File: src/rtl/dmem_port_pkg.sv
// Shared definitions for the data-memory responder.
//   DATA_WIDTH / ADDR_WIDTH : MEM-stage word and address widths
//   BYTES_PER_WORD          : byte beats per word transfer
//   ZeroWord                : reset value for word registers
//   dmem_state_e            : responder FSM encoding
package dmem_port_pkg;
  localparam int DATA_WIDTH     = 32;
  localparam int ADDR_WIDTH     = 32;
  localparam int BYTES_PER_WORD = 4;
  localparam logic [DATA_WIDTH-1:0] ZeroWord = '0;

  typedef enum logic [1:0] {
    DMEM_IDLE,
    DMEM_READ,
    DMEM_WRITE,
    DMEM_DONE
  } dmem_state_e;
endpackage

File: src/rtl/dmem_port.sv
// Data-memory responder: serves word-aligned MEM-stage requests from a
// byte-wide synchronous RAM (1-cycle read latency), one byte beat per cycle.
// Ports:
//   CLK, RST_N          : clock, async active-low reset
//   mem_addr/read/write : request (addr[1:0] and bits above ADDR_W-1 ignored)
//   mem_mask, mem_wdata : byte enables and lane-aligned write data
//   mem_data            : read word, valid in DONE, held otherwise
//   mem_stall           : pipeline hold while a request is in flight
//   ram_addr/we/wdata   : byte RAM request side
//   ram_rdata           : byte RAM read data, one cycle after its address
module dmem_port
  import dmem_port_pkg::*;
#(
  parameter int ADDR_W = 17
) (
  input  logic                  CLK,
  input  logic                  RST_N,
  input  logic [ADDR_WIDTH-1:0] mem_addr,
  input  logic                  mem_read,
  input  logic                  mem_write,
  input  logic [3:0]            mem_mask,
  input  logic [DATA_WIDTH-1:0] mem_wdata,
  output logic [DATA_WIDTH-1:0] mem_data,
  output logic                  mem_stall,
  output logic [ADDR_W-1:0]     ram_addr,
  output logic                  ram_we,
  output logic [7:0]            ram_wdata,
  input  logic [7:0]            ram_rdata
);

  dmem_state_e             state_q, state_d;
  logic [2:0]              beat_q, beat_d;
  logic                    cap;
  logic [ADDR_W-3:0]       base_q;
  logic [3:0]              mask_q;
  logic [DATA_WIDTH-1:0]   wdata_q;
  logic [DATA_WIDTH-1:0]   rdbuf_q;
  logic [DATA_WIDTH-1:0]   mem_data_q;
  logic [1:0]              rd_lane;

  // Word offset and out-of-range address bits are ignored by design.
  logic unused_addr;
  assign unused_addr = ^{mem_addr[ADDR_WIDTH-1:ADDR_W], mem_addr[1:0]};

  // RAM data arriving in beat N belongs to the address issued in beat N-1.
  assign rd_lane = beat_q[1:0] - 2'd1;

  assign mem_data  = mem_data_q;
  assign mem_stall = RST_N && ((state_q == DMEM_IDLE && (mem_read || mem_write)) ||
                               state_q == DMEM_READ || state_q == DMEM_WRITE);

  always_comb begin
    state_d   = state_q;
    beat_d    = beat_q;
    cap       = 1'b0;
    ram_addr  = '0;
    ram_we    = 1'b0;
    ram_wdata = '0;
    case (state_q)
      DMEM_IDLE: begin
        beat_d = '0;
        // Write takes priority when both strobes are asserted.
        if (mem_write) begin
          cap     = 1'b1;
          state_d = DMEM_WRITE;
        end else if (mem_read) begin
          cap     = 1'b1;
          state_d = DMEM_READ;
        end
      end
      DMEM_READ: begin
        // Beat 4 issues nothing; it only collects the last byte.
        if (beat_q < 3'd4) ram_addr = {base_q, beat_q[1:0]};
        if (beat_q == 3'd4) state_d = DMEM_DONE;
        else                beat_d  = beat_q + 3'd1;
      end
      DMEM_WRITE: begin
        // All four beats run; masked-off lanes simply don't strobe.
        ram_addr  = {base_q, beat_q[1:0]};
        ram_wdata = wdata_q[{beat_q[1:0], 3'b000} +: 8];
        ram_we    = mask_q[beat_q[1:0]];
        if (beat_q == 3'd3) state_d = DMEM_DONE;
        else                beat_d  = beat_q + 3'd1;
      end
      DMEM_DONE: state_d = DMEM_IDLE;
      default:   state_d = DMEM_IDLE;
    endcase
  end

  always_ff @(posedge CLK or negedge RST_N) begin
    if (!RST_N) begin
      state_q    <= DMEM_IDLE;
      beat_q     <= '0;
      base_q     <= '0;
      mask_q     <= '0;
      wdata_q    <= ZeroWord;
      rdbuf_q    <= ZeroWord;
      mem_data_q <= ZeroWord;
    end else begin
      state_q <= state_d;
      beat_q  <= beat_d;
      if (cap) begin
        base_q  <= mem_addr[ADDR_W-1:2];
        mask_q  <= mem_mask;
        wdata_q <= mem_wdata;
      end
      if (state_q == DMEM_READ && beat_q != 3'd0) begin
        rdbuf_q[{rd_lane, 3'b000} +: 8] <= ram_rdata;
        // Last byte lands on the same edge, so bypass it into the result.
        if (beat_q == 3'd4) mem_data_q <= {ram_rdata, rdbuf_q[23:0]};
      end
    end
  end

endmodule

File: config.mk
export PLATFORM = sky130hd
export DESIGN_NAME = dmem_port
export DESIGN_NICKNAME = d
export VERILOG_FILES = /design/src/rtl/dmem_port_pkg.sv /design/src/rtl/dmem_port.sv
export SDC_FILE = /design/constraint.sdc
export NUM_CORES = 1
export LEC_CHECK = 0
export CAP_MARGIN = 20
export CORE_ASPECT_RATIO = 0.8
export CORE_UTILIZATION = 42
export CTS_CLUSTER_DIAMETER = 100
export DETAILED_ROUTE_END_ITERATION = 6
export PLACE_DENSITY = 0.81
export SYNTH_ARGS = -nofsm -noshare
export SYNTH_HDL_FRONTEND = slang
export SYNTH_SLANG_ARGS = --single-unit
File: constraint.sdc
create_clock -name CLK -period 5.5 [get_ports CLK]
set_input_delay 1.1 -clock CLK [delete_from_list [all_inputs] [get_ports CLK]]
set_output_delay 1.1 -clock CLK [all_outputs]
set_load 0.02 [all_outputs]
==> impl_metrics.tcl, run 1 <==
set metrics [dict create \
    cts_made_buffers 9 \
    cp.depth 3 \
    placed_area_sq_um 6280 \
    r2r-end "rdbuf_q[16]" \
    final_layout_size_suffix_gt1_share_pct 19.8 \
    dieArea_sq_um 12300 \
    diodes 0 \
    min_path_type "flop to flop" \
    dr_wl_met3_um 995 \
    maxUsedRoutingLayer "met4" \
    avgSynthCellArea_sq_um 13.5 \
    wire_per_inst_um 15.9 \
    ios 139 \
    ys_warn_count 0 \
    p_leak_nw 2.91 \
    grt_first_pass_wirelength_um 17100 \
    fp-row-count 35 \
    drc 0 \
    p_total_mw 3.91 \
    cts_root_buf "clkbuf_16" \
    p_per_area_nw_per_um2 590 \
    crit_chain "mux4_1 > and2_1 > clkdlybuf4s50_1" \
    clkLatencyLatePin_ps 350 \
    startpoint "beat_q[0]" \
    rsz0062_at_grt "no" \
    area_growth_pct 32.8 \
    drt_iter0_drc 152 \
    vias 3192 \
    grt.overflow.total 0 \
    period_needed_ps 3710 \
    finalSetupTns_ps 0 \
    critical_path_class "flop to primary output" \
    synthXorXnorAreaFrac_pct 0 \
    cts_tree "built" \
    ys_ff_latch 112 \
    htree_num_levels 3 \
    place.gp.congestion 0.787 \
    cap_viol_max_count 0 \
    cp.required_ps 4400 \
    synth_mux_area_share_pct 23.9 \
    netlist_instances 370 \
    start_util_pct 43.1 \
    drt_wl_total_um 10200 \
    route.met2.wl_um 4530 \
    dp.cells 625 \
    crit_buf_inv 1 \
    synth_fa_ha_area_share_pct 3.01 \
    dpl.hpwl_um 7160 \
    fin_worst_skew_ps 4.75 \
    finalSetupViolCount 0 \
    synth_fp_nets 462 \
    end_kind "primary output" \
    holdWs_ps 483 \
    grt_max_degree 59 \
    drv_slew 0 \
    seq_area_frac_synth_pct 56.2 \
    fin_cells 642 \
    avgViaCountPerCell 4.97 \
    path_delay_family "flip-flops" \
    worst_pin_slew_ps 874 \
    synth_top_family_by_area "multiplexers" \
    worst_slack_ps 1790 \
    wl_met1_um 4540 \
    cts_buffer_depth 2 \
    coreArea_sq_um 11600 \
    finalHoldViolations 0 \
    status "completed" \
    grt_pass1_vias 3444 \
    yosys.area_share.simple_pct 8.08 \
    firstDrtPassIters 4 \
    cts.reportedPaths.clkPinSlew_ps 70 \
    antenna_left 0 \
    synth_edf_count 0 \
    mostFrequentLayoutCells "clkdlybuf4s50_1 (120), dfrtp_1 (112), mux2_2 (52), nand2_1 (36)" \
    post-route-period-util_pct 67.4 \
    ys_types 36 \
    synth_area_sq_um 4990 \
    endpoint "ram_we" \
    holdCritStartpoint "mem_data[2]" \
    synth_compound_area_share_pct 4.57 \
    r2r_start "beat_q[0]" \
    cp_slowest_cell "dfrtp_1" \
    synthFlopType "dfrtp_1" \
    cp_max_fo 17 \
    final_nets 581 \
    ctsResizeCount 0 \
    ir_drop_mv 0.293 \
    arrival_ps 2610 \
    slowest_delay_ps 920 \
    worst-r2r-setup-slack_ps 2930 \
    dieHeight_um 99.5 \
    max_freq_ghz 0.270 \
    maxSlewHeadroom_pct 41.7 \
    final_common_cell "clkdlybuf4s50_1" \
    hold_buffers 0 \
    r2r_cells 5 \
    cp-start-kind "flop" \
    post-place-ws_ps 1880 \
    fp.dieW_um 124 \
    cts.sinks 112 \
    async_flop_share_pct 100 \
    grt_use_total_pct 18.3 \
    io_buffers 121 \
    antenna_found_initial 0 \
    post_cts_buffers 0 \
    finalInstanceArea_sq_um 6620 \
    finish.utilization_pct 57.3 \
]
worst reg2reg max path, delay by kind of cell (launching register included):
kind / cells / cell delay (ps)
DFF: 1 / 920
adders and majority gates: 1 / 410
and+or+nand+nor: 2 / 730
buffers and inverters: 1 / 260
AOI/OAI and AO/OA: 1 / 200
sequential cells by signal, summed over array words and instances, names as in the netlist:
name and cells:
wdata_q 32, beat_q 3, base_q 15, mem_data 32
rdbuf_q 24, mask_q 4, state_q 2
cells by family after synthesis:
kind of cell | Yosys count
DFF | 112
AOI/OAI and AO/OA | 35
muxes | 95
and+or+nand+nor | 76
adders and majority gates | 12
buffers and inverters | 40
report_power, final:
part | switching [mW] | internal (mW) | total, mW
clock | 0.293 | 0.391 | 0.684
sequential | 0.238 | 1.23 | 1.47
combinational | 0.794 | 0.955 | 1.75
worst min-delay path by stage:
stage                         to  slack [ps]  depth (start not counted)
floorplan              mask_q[1]         470                          1
global placement     mem_data[1]         460                          2
detailed placement   mem_data[2]         470                          2
CTS                  mem_data[2]         490                          2
global route        mem_data[30]         510                          1
finish               mem_data[2]         480                          2
synthesized netlist by cell type (all sizes together), types with 2 or more instances:
library cell / instances / share of area (%)
dfrtp: 112 / 56
mux2: 68 / 16
nand2: 36 / 2.7
and2: 23 / 2.9
inv: 23 / 1.7
o21ai: 21 / 2.2
mux2i: 18 / 3.6
buf: 13 / 2.3
ha: 12 / 3.0
mux4: 9 / 4.1
a22o: 8 / 1.4
clkbuf: 4 / 0.30
nand3: 4 / 0.60
nor2: 4 / 0.30
nand2b: 3 / 0.53
and4: 2 / 0.38
area by class of cell:
class                           count  area (sq um)
Clock inverter                      4          51.3
Tap cell                          148           185
Timing Repair Buffer              125          1250
Multi-Input combinational cell    218          1980
Sequential cell                   112          2800
Fill cell                         929          4940
Clock buffer                       12           267
Inverter                           23          86.3
metal layers:
metal / vias to the layer above / track usage (%)
met1: 1572 / 23.3
met3: 15 / 7.80
li1: 1495 / -
met2: 110 / 28.0
met5: - / 0
met4: 0 / 5.93
Power figures use the tool's default switching activity.
==> inputs of run 2 (changes only) <==
Clock period 5.5 ns to 3.6 ns, I/O delays scaled along.
==> impl_metrics.tcl, run 2 (synthesized netlist as in run 1, its figures left out) <==
set metrics [dict create \
    grt_pass1_vias 3558 \
    place.gp.congestion 0.800 \
    cts_buffer_depth 2 \
    antenna_found_initial 0 \
    area_growth_pct 32.3 \
    ir_drop_mv 0.490 \
    clkPwrFrac_pct 16.7 \
    cts_tree "built" \
    p_leak_nw 2.90 \
    cts.sinks 112 \
    critical_path_class "flop to primary output" \
    dpl.hpwl_um 7420 \
    swShare_pct 34.2 \
    wire_per_inst_um 16.3 \
    path_delay_family "buffers and inverters" \
    post-place-ws_ps 607 \
    coreArea_sq_um 11600 \
    cp.required_ps 2880 \
    max_freq_ghz 0.301 \
    ctsResizeCount 0 \
    min_path_type "input port to asynchronous set/reset pin" \
    drc 0 \
    cp_slowest_cell "clkdlybuf4s50_1" \
    finalHoldViolations 0 \
    start_util_pct 43.1 \
    fp.dieW_um 124 \
    status "completed" \
    period_needed_ps 3320 \
    crit_chain "inv_1 > ha_1 > nor2b_1 > o21a_1 > and2_1 > clkdlybuf4s50_1" \
    mostFrequentLayoutCells "clkdlybuf4s50_1 (120), dfrtp_1 (112), mux2_2 (52), nand2_1 (36)" \
    antenna_left 0 \
    fp-row-count 35 \
    cap_viol_max_count 0 \
    drv_slew 0 \
    drt_iter0_drc 166 \
    dp.cells 627 \
    post_cts_buffers 0 \
    arrival_ps 2600 \
    grt_max_degree 75 \
    hold_buffers 0 \
    slowest_delay_ps 630 \
    ios 139 \
    firstDrtPassIters 4 \
    cp_max_fo 14 \
    seqPwrFrac_pct 38.0 \
    crit_buf_inv 2 \
    worst_slack_ps 277 \
    finish.utilization_pct 57.1 \
    grt.overflow.total 0 \
    final_layout_size_suffix_gt1_share_pct 19.6 \
    grt_use_total_pct 19.0 \
    r2r_start "beat_q[0]" \
    dieArea_sq_um 12300 \
    p_sw_mw 2.03 \
    finalSetupViolCount 0 \
    dieHeight_um 99.5 \
    post-route-period-util_pct 92.3 \
    end_kind "primary output" \
    rsz0062_at_grt "no" \
    cp-start-kind "flop" \
    cts_root_buf "clkbuf_16" \
    cts.reportedPaths.clkPinSlew_ps 70 \
    final_common_cell "clkdlybuf4s50_1" \
    grt_first_pass_wirelength_um 17600 \
    avgViaCountPerCell 4.98 \
    vias 3202 \
    finalSetupTns_ps 0 \
    cts_made_buffers 9 \
    fin_worst_skew_ps 7.13 \
    startpoint "state_q[1]" \
    worst_pin_slew_ps 906 \
    power.internal_mw 3.91 \
    p_comb_share_pct 45.4 \
    htree_num_levels 3 \
    p_per_area_nw_per_um2 901 \
    p_total_mw 5.94 \
    diodes 0 \
    clkLatencyLatePin_ps 340 \
    io_buffers 121 \
    final_nets 582 \
    drt_wl_total_um 10500 \
    fin_cells 643 \
    maxSlewHeadroom_pct 39.6 \
]
==> run 2: cell types whose count changed in the layout (fill, tap and decap cells not counted), sizes merged <==
cell,delta
buf,+1
clkinv,-1
inv,+1
==> run 2: layout make-up <==
type                    count  area (sq um)
flip-flops and latches    112          2800
clock inverters             4          51.3
fillers                   938          4960
repair buffers            126          1250
multi-input cells         218          1980
clock buffers              12           246
inverters                  23          86.3
well taps                 148           185
==> run 2: metrics by stage <==
| stage | hold WS [ps] | cell area (sq um) |
|---|---|---|
| floorplan | 424 | 4990 |
| global placement | 464 | 6300 |
| detailed placement | 470 | 6300 |
| CTS | 463 | 6600 |
| global route | 489 | 6600 |
| finish | 464 | 6600 |
==> run 2: power by group through the flow <==
stage                     Clock, mW  Sequential, mW  Combinational (mW)
after floorplan                   0            2.36                1.59
after global placement            0            2.23                2.62
after detailed placement          0            2.28                2.70
after CTS                      1.02            2.26                2.72
after global routing           1.09            2.34                2.94
final                         0.990            2.26                2.69
==> run 2: routing by layer <==
metal	GRT usage [%]	up-vias	wire length (um)
met2	30.0	112	4900
met1	23.5	1571	4540
met5	0	-	0
li1	-	1505	-
met4	5.56	0	140
met3	8.14	14	934
==> run 2: final timing paths <==
kind	endpoint	slack, ps	cells past startpoint
worst max register to register	mem_data[2]	980	6
min in group CLK	mem_data[5]	480	2
worst min register to register	mem_data[5]	480	2
max in group asynchronous	base_q[3]	1860	3
worst max-delay path	ram_addr[13]	280	6
worst min-delay path	rdbuf_q[18]	460	2
==> inputs of run 3 (changes only) <==
Settings changed: GPL_TIMING_DRIVEN from default to 0, TNS_END_PERCENT from default to 30.
Clock period 3.6 ns to 3.8 ns, I/O delays scaled along.
==> impl_metrics.tcl, run 3 (synthesized netlist as in run 1, its figures left out) <==
set metrics [dict create \
    status "completed" \
    cp_max_fo 10 \
    fp.dieW_um 124 \
    grt_pass1_vias 3464 \
    io_buffers 121 \
    worst-r2r-setup-slack_ps 1580 \
    arrival_ps 2670 \
    coreArea_sq_um 11600 \
    end_kind "primary output" \
    post-route-period-util_pct 90.4 \
    drt_iter0_drc 139 \
    grt_use_total_pct 19.1 \
    antenna_left 0 \
    fp-row-count 35 \
    p_total_mw 5.63 \
    cp.required_ps 3040 \
    period_needed_ps 3430 \
    min_path_type "input port to asynchronous set/reset pin" \
    avgViaCountPerCell 5.05 \
    drc 0 \
    dpl.hpwl_um 8000 \
    place.gp.congestion 0.816 \
    final_layout_size_suffix_gt1_share_pct 20.5 \
    grt_first_pass_wirelength_um 17800 \
    holdWs_ps 472 \
    cap_viol_max_count 0 \
    dieHeight_um 99.5 \
    cp-start-kind "flop" \
    fin_worst_skew_ps 5.51 \
    p_leak_nw 2.94 \
    ir_drop_mv 0.393 \
    wire_per_inst_um 16.5 \
    slowest_delay_ps 620 \
    final_nets 595 \
    mostFrequentLayoutCells "clkdlybuf4s50_1 (120), dfrtp_1 (112), mux2_2 (52), nand2_1 (36)" \
    maxSlewHeadroom_pct 51.6 \
    final_common_cell "clkdlybuf4s50_1" \
    max_freq_ghz 0.291 \
    post_cts_buffers 0 \
    drt_wl_total_um 10800 \
    clkLatencyLatePin_ps 350 \
    p_per_area_nw_per_um2 844 \
    finalHoldViolations 0 \
    firstDrtPassIters 4 \
    n_fill_cell 953 \
    r2r_cells 7 \
    cts_made_buffers 9 \
    diodes 0 \
    register_area_sq_um 2800 \
    crit_chain "inv_1 > ha_1 > nor2b_1 > o21a_1 > buf_2 > and2_1 > clkdlybuf4s50_1" \
    critical_path_class "flop to primary output" \
    drv_slew 0 \
    rsz0062_at_grt "no" \
    ctsResizeCount 0 \
    cts.reportedPaths.clkPinSlew_ps 70 \
    ios 139 \
    antenna_found_initial 0 \
    hold_buffers 0 \
    area_growth_pct 33.8 \
    grt_max_degree 58 \
    cts_root_buf "clkbuf_16" \
    cts_tree "built" \
    htree_num_levels 3 \
    worst_pin_slew_ps 726 \
    multi_input_area_sq_um 1970 \
    worst_slack_ps 366 \
    post-place-ws_ps 413 \
    cp_slowest_cell "clkdlybuf4s50_1" \
    finalSetupViolCount 0 \
    cts.sinks 112 \
    dieArea_sq_um 12300 \
    grt.overflow.total 0 \
    cts_buffer_depth 2 \
    start_util_pct 43.1 \
    vias 3311 \
]
-- run 3: final cells by class --
cell class	count	area share (%)
multi-input combinational	218	29.5
buffer	17	1.91
tap	148	2.77
clock inverter	4	0.450
inverter	23	1.29
sequential	112	42.0
timing repair buffer	122	18.5
clock buffer	12	3.54
-- run 3: critical path, delay by kind of cell, from the launching register on --
family | cells | cell delay (ps)
fa+ha+maj | 1 | 330
flops | 1 | 430
compound gates | 1 | 230
simple gates | 2 | 400
buf+inv | 3 | 940
-- run 3: path summary, 6_finish.rpt --
| kind | from | end |
|---|---|---|
| max | state_q[1] | ram_addr[9] |
| min | RST_N | mem_data[18] |
| max reg2reg | beat_q[0] | rdbuf_q[17] |
| min reg2reg | mem_data[9] | mem_data[9] |
| max in group asynchronous | RST_N | wdata_q[7] |
| min in group CLK | mem_data[9] | mem_data[9] |
-- run 3: metal layers --
metal  global-route usage (%)  part of all wire [%]
met4                     5.10                  0.98
met2                     29.7                    46
met1                     25.3                    45
met3                     6.88                   7.6
met5                        0                     0
-- run 3: through the flow --
step           cells  utilization [%]  cell area, sq um  TNS (ps)
2_1_floorplan    370                -              4990         0
6_report         656             57.7              6680         0
5_1_grt          656             57.7              6680         0
4_1_cts          656             57.7              6680         0
3_3_place_gp     639             55.2              6380   -241280
3_5_place_dp     640             55.4              6410         0
-- run 3: where the power goes --
group          internal, mW  switching [mW]  total (mW)
Clock                 0.449           0.422       0.871
Sequential             1.79           0.312        2.10
Combinational          1.43            1.23        2.66
Total                  3.67            1.96        5.63
